**config.mk**
```make
export PLATFORM = sky130hd
export DESIGN_NAME = imem_arbiter
export DESIGN_NICKNAME = d
export VERILOG_FILES = /design/src/rtl/imem_arbiter.sv
export SDC_FILE = /design/constraint.sdc
export NUM_CORES = 1
export LEC_CHECK = 0
export BUFFER_PORTS_ARGS = -buffer_cell sky130_fd_sc_hd__buf_4
export CAP_MARGIN = 15
export CORE_MARGIN = 10
export CORE_UTILIZATION = 40
export DETAILED_ROUTE_END_ITERATION = 8
export PLACE_DENSITY = 0.74
export SLEW_MARGIN = 20
export SYNTH_ARGS = -nofsm -noshare
export SYNTH_HDL_FRONTEND = slang
export SYNTH_SLANG_ARGS = --single-unit
```
**constraint.sdc**
```tcl
create_clock -name clk -period 3.5 [get_ports clk]
set_clock_uncertainty 0.2 [all_clocks]
set_input_delay 0.175 -clock clk [delete_from_list [all_inputs] [get_ports clk]]
set_output_delay 0.175 -clock clk [all_outputs]
set_load 0.02 [all_outputs]
```
**src/rtl/imem_arbiter.sv**
```systemverilog
// imem_arbiter: shares one synchronous single-port instruction/data RAM
// among NCORES cores. Round-robin arbitration with bounded bursts; every
// access takes two clocks (ADDR, then DATA where acq pulses).
// Optional feature: define IMEM_BCAST_EN to serve an identical read from
// all cores as a single broadcast access.
module imem_arbiter #(
    parameter int NCORES    = 4,
    parameter int AW        = 8,
    parameter int DW        = 8,
    parameter int BURST_MAX = 4
) (
    input  logic                        clk,
    input  logic                        rst_n,
    input  logic [NCORES-1:0]           rden,
    input  logic [NCORES-1:0]           wren,
    input  logic [NCORES*AW-1:0]        addr,
    input  logic [NCORES*DW-1:0]        din,
    input  logic [DW-1:0]               ram_q,
    output logic [NCORES-1:0]           acq,
    output logic [NCORES*DW-1:0]        dq,
    output logic [AW-1:0]               ram_addr,
    output logic [DW-1:0]               ram_din,
    output logic                        ram_wren,
    output logic [$clog2(NCORES)-1:0]   grant_id
);

    localparam int IW = $clog2(NCORES);
    localparam int CW = $clog2(BURST_MAX + 1);
    localparam logic [CW-1:0] BMAX = CW'(BURST_MAX);

    typedef enum logic [1:0] {IDLE, ADDR, DATA} state_t;

    state_t            state, state_n;
    logic [NCORES-1:0] req;
    logic              grant;
    logic [IW-1:0]     last;
    logic [IW-1:0]     win;
    logic              found;
    logic [CW-1:0]     cnt;
    logic              bcast;
    logic              bc_hit;
    logic [AW-1:0]     win_addr;
    logic [DW-1:0]     win_din;
    logic              win_wr;

    assign req = rden | wren;
    assign dq  = {NCORES{ram_q}};

    // Winner selection. A zero burst count means nothing has been granted
    // since reset, so the repeat rule is skipped and core 0 gets first pick.
    always_comb begin
        win   = last;
        found = 1'b0;
        if (cnt != '0 && req[last] && cnt < BMAX) begin
            found = 1'b1;
        end
        for (int unsigned k = 1; k <= NCORES; k++) begin
            int unsigned idx;
            idx = (32'(last) + k) % NCORES;
            if (!found && req[IW'(idx)]) begin
                win   = IW'(idx);
                found = 1'b1;
            end
        end
    end

    // Mux the winning core's address, data and direction.
    always_comb begin
        win_addr = '0;
        win_din  = '0;
        win_wr   = 1'b0;
        for (int unsigned i = 0; i < NCORES; i++) begin
            if (win == IW'(i)) begin
                win_addr = addr[i*AW +: AW];
                win_din  = din[i*DW +: DW];
                win_wr   = wren[i];
            end
        end
    end

    // Broadcast detection: every core reads the same address, nobody writes.
    always_comb begin
`ifdef IMEM_BCAST_EN
        bc_hit = (&rden) && !(|wren);
        for (int unsigned i = 1; i < NCORES; i++) begin
            if (addr[i*AW +: AW] != addr[AW-1:0]) begin
                bc_hit = 1'b0;
            end
        end
`else
        bc_hit = 1'b0;
`endif
    end

    // Next-state logic: grant from IDLE or DATA, ADDR always moves to DATA.
    always_comb begin
        state_n = state;
        grant   = 1'b0;
        case (state)
            IDLE, DATA: begin
                if (|req) begin
                    grant   = 1'b1;
                    state_n = ADDR;
                end else begin
                    state_n = IDLE;
                end
            end
            ADDR:    state_n = DATA;
            default: state_n = IDLE;
        endcase
    end

    // State register.
    always_ff @(posedge clk or negedge rst_n) begin
        if (!rst_n) begin
            state <= IDLE;
        end else begin
            state <= state_n;
        end
    end

    // RAM port, completion pulse, and round-robin/burst bookkeeping.
    always_ff @(posedge clk or negedge rst_n) begin
        if (!rst_n) begin
            acq      <= '0;
            ram_addr <= '0;
            ram_din  <= '0;
            ram_wren <= 1'b0;
            grant_id <= '0;
            last     <= IW'(NCORES - 1);
            cnt      <= '0;
            bcast    <= 1'b0;
        end else begin
            acq      <= '0;
            ram_wren <= 1'b0;
            if (grant) begin
                if (bc_hit) begin
                    bcast    <= 1'b1;
                    ram_addr <= addr[AW-1:0];
                end else begin
                    bcast    <= 1'b0;
                    ram_addr <= win_addr;
                    ram_din  <= win_din;
                    ram_wren <= win_wr;
                    grant_id <= win;
                    last     <= win;
                    if (win == last && cnt != '0) begin
                        if (cnt < BMAX) begin
                            cnt <= cnt + 1'b1;
                        end
                    end else begin
                        cnt <= CW'(1);
                    end
                end
            end else if (state == ADDR) begin
                if (bcast) begin
                    acq <= '1;
                end else begin
                    acq[grant_id] <= 1'b1;
                end
            end
        end
    end

endmodule

```
==> impl_metrics.toml <==
[logic_synthesis]
syn_inst = 245
yosysUniqueCellTypes = 43
synth_edf_count = 0
synth.area.top_cells = "dfrtp_1 (29%), mux2i_1 (14%), buf_4 (11%)"
seq_area_frac_synth = 0.3157
post_synth.cell_area_avg_um2 = 9.739
synthArstFlopShare = 1.000
synth_top_cell_area_share = 0.2937
yosys.area.top_type = "dfrtp_1"
yosys_most_used_dff = "dfrtp_1"
syn_nets = 329
ys.warnings.count = 0
synth-seq-cells = 30
syn_area_um2 = 2386

[floorplanning]
start_util = 0.4078
num_io_pins = 137
die-area_um2 = 9455
die_h_um = 97.24
coreArea_um2 = 5851
rows = 28
die_w_um = 97.24

[timing]
postLayoutSetupSlackWorst_ns = 0.2714
fmax_ghz = 0.3097
hold_viol_final = 0
min_period_over_period = 0.9225
tightestPinTransition_ns = 1.043
setup_tns_ns = 0
rsz0062_at_grt = "false"
slew_headroom = 0.3037
setup_viol = 0
finalCriticalPeriod_ns = 3.229
drv_slew = 0

[detailed_routing]
drt_first_iter_violations = 89
drc = 0
avgViaCountPerCell = 5.145
via_count = 2058
firstDrtPassIters = 4
ant_nets = 0
wl_per_cell_um = 16.67
drt-total-wl_mm = 6.666

[global_routing]
antenna_found_initial = 0
grt_pass1_vias = 2232
grt_pass1_wl_mm = 11.01
overflow = 0
grt_usage = 0.1377
grt_max_degree = 38

[place]
place.port_buffers = 96
hpwl_mm = 4.981
place_congestion = 0.8401
dp.cells = 374
place_ws_ns = 0.6178

[final_layout]
fin_cells = 400
fin_nets = 408
final_util = 0.5432
layout-drive-gt1-share = 0.4031
area_delta_synth_final_pct = 33.19
final_common_cell = "buf_4"
layout_common_cells = "buf_4 (98), a21oi_1 (38), mux2i_1 (34), dfrtp_1 (28)"
num_antenna_cells = 0

[cts]
root_buffer = "clkbuf_8"
cts_made_buffers = 5
ctsHtreeMaxLevel = 2
clockBufferDepth = 2
cts_tree = "yes"
clock-sinks = 30
clock_latency_ns = 0.28
post-cts-setup-buffers = 0
path_clk_slew_ns = 0.06

[critical_path]
start_kind = "register"
path_class = "reg2reg"
r2r-start = "last[1]"
worstRegToRegCells = 8
crit_path_end_kind = "register"
worstPathMaxFanout = 24
cp.arrival_ns = 3.19
required_ns = 3.46
rr_endpoint = "ram_addr[3]"
r2r_slack_ns = 0.27

[pwr]
power_density_nw_per_um2 = 918.9
p_leak_nw = 1.529
peakVddDrop_v = 0.0004238

[min_path]
holdCritStartpoint = "din[20]"
hold_path_class = "in2reg"
holdPathEnd = "ram_din[4]"
hold_depth = 3

[run]
drv_cap = 0

[status]
status = "finished, final reports clean"
-- worst max-delay path by stage --
stage,startpoint,end,slack (ns),cells after the start
after detailed placement,last[1],ram_din[7],0.62,7
after CTS,last[1],ram_addr[3],0.21,8
after floorplan,last[0],ram_addr[0],1.08,8
after global routing,last[1],ram_addr[3],0.11,8
after global placement,last[1],ram_din[7],0.66,7
final,last[1],ram_addr[3],0.27,8
-- cell usage after synthesis, drive strengths merged, types with 3 or more instances --
cell	number
buf	40
a21oi	38
mux2i	34
dfrtp	28
nor2b	18
mux2	17
nor2	13
nand2	6
clkbuf	5
inv	5
o21ai	4
nor3	3
-- per-layer routing --
metal	GRT usage	vias to the layer above	share of wire
met5	0	-	0
met4	0.04251	0	0.015
met3	0.06117	15	0.097
met2	0.2160	78	0.46
met1	0.1650	968	0.42
li1	-	997	-
-- cells by family after synthesis --
logic type               Yosys count  synth area share
adder cells (fa/ha/maj)            2           0.01049
multiplexers                      51            0.2386
AO/OA/AOI/OAI                     59            0.1584
AND/OR/NAND/NOR                   53            0.1280
buffers and inverters             50            0.1489
flip-flops                        30            0.3157
-- flip-flops by register name, summed over array words and instances (netlist names) --
signal and count:
ram_addr 8, cnt 3, last 2, acq 4, grant_id 2, ram_wren 1
state 2, ram_din 8
-- worst max-delay path, cell delays in order (launching register included) --
cell and delay [ns]:
dfstp_2 0.65, nor2_1 0.12, a2111oi_4 0.42, and2_1 0.27, o21a_4 0.32, buf_12 0.24
mux2i_1 0.23, dlygate4sd3_1 0.58, mux2i_1 0.06
-- where the power goes --
part	internal [mW]	total (mW)	switching, mW
logic	1.03	1.98	0.946
registers	0.531	0.657	0.126
clock network	0.158	0.287	0.129
total	1.72	2.92	1.20
-- through the flow --
| stage | hold WS (ns) | instance area, um2 | power [mW] |
|---|---|---|---|
| final | 0.002957 | 3178 | 2.920 |
| after detailed placement | -0.06769 | 2900 | 2.535 |
| after global placement | -0.06812 | 2900 | 2.509 |
| after CTS | 0.002311 | 3172 | 2.921 |
| after floorplan | -0.3206 | 2386 | 2.153 |
| after global routing | 0.02615 | 3178 | 3.124 |
-- final cells by class --
type	instances	area, um2
Fill cell	522	2673
Multi-Input combinational cell	165	1285
Timing Repair Buffer	117	935.9
Sequential cell	30	753.2
Tap cell	75	93.84
Clock buffer	7	86.33
Inverter	5	18.77
Clock inverter	1	5.005
-- repair_timing --
| action | CTS | global route |
|---|---|---|
| gates resized for setup | 0 | 1 |
| hold buffers | 18 | 0 |
| hold endpoints to repair | 39 | 0 |
| endpoints found under the setup margin | 0 | 2 |
(Power assumes the default switching activity.)
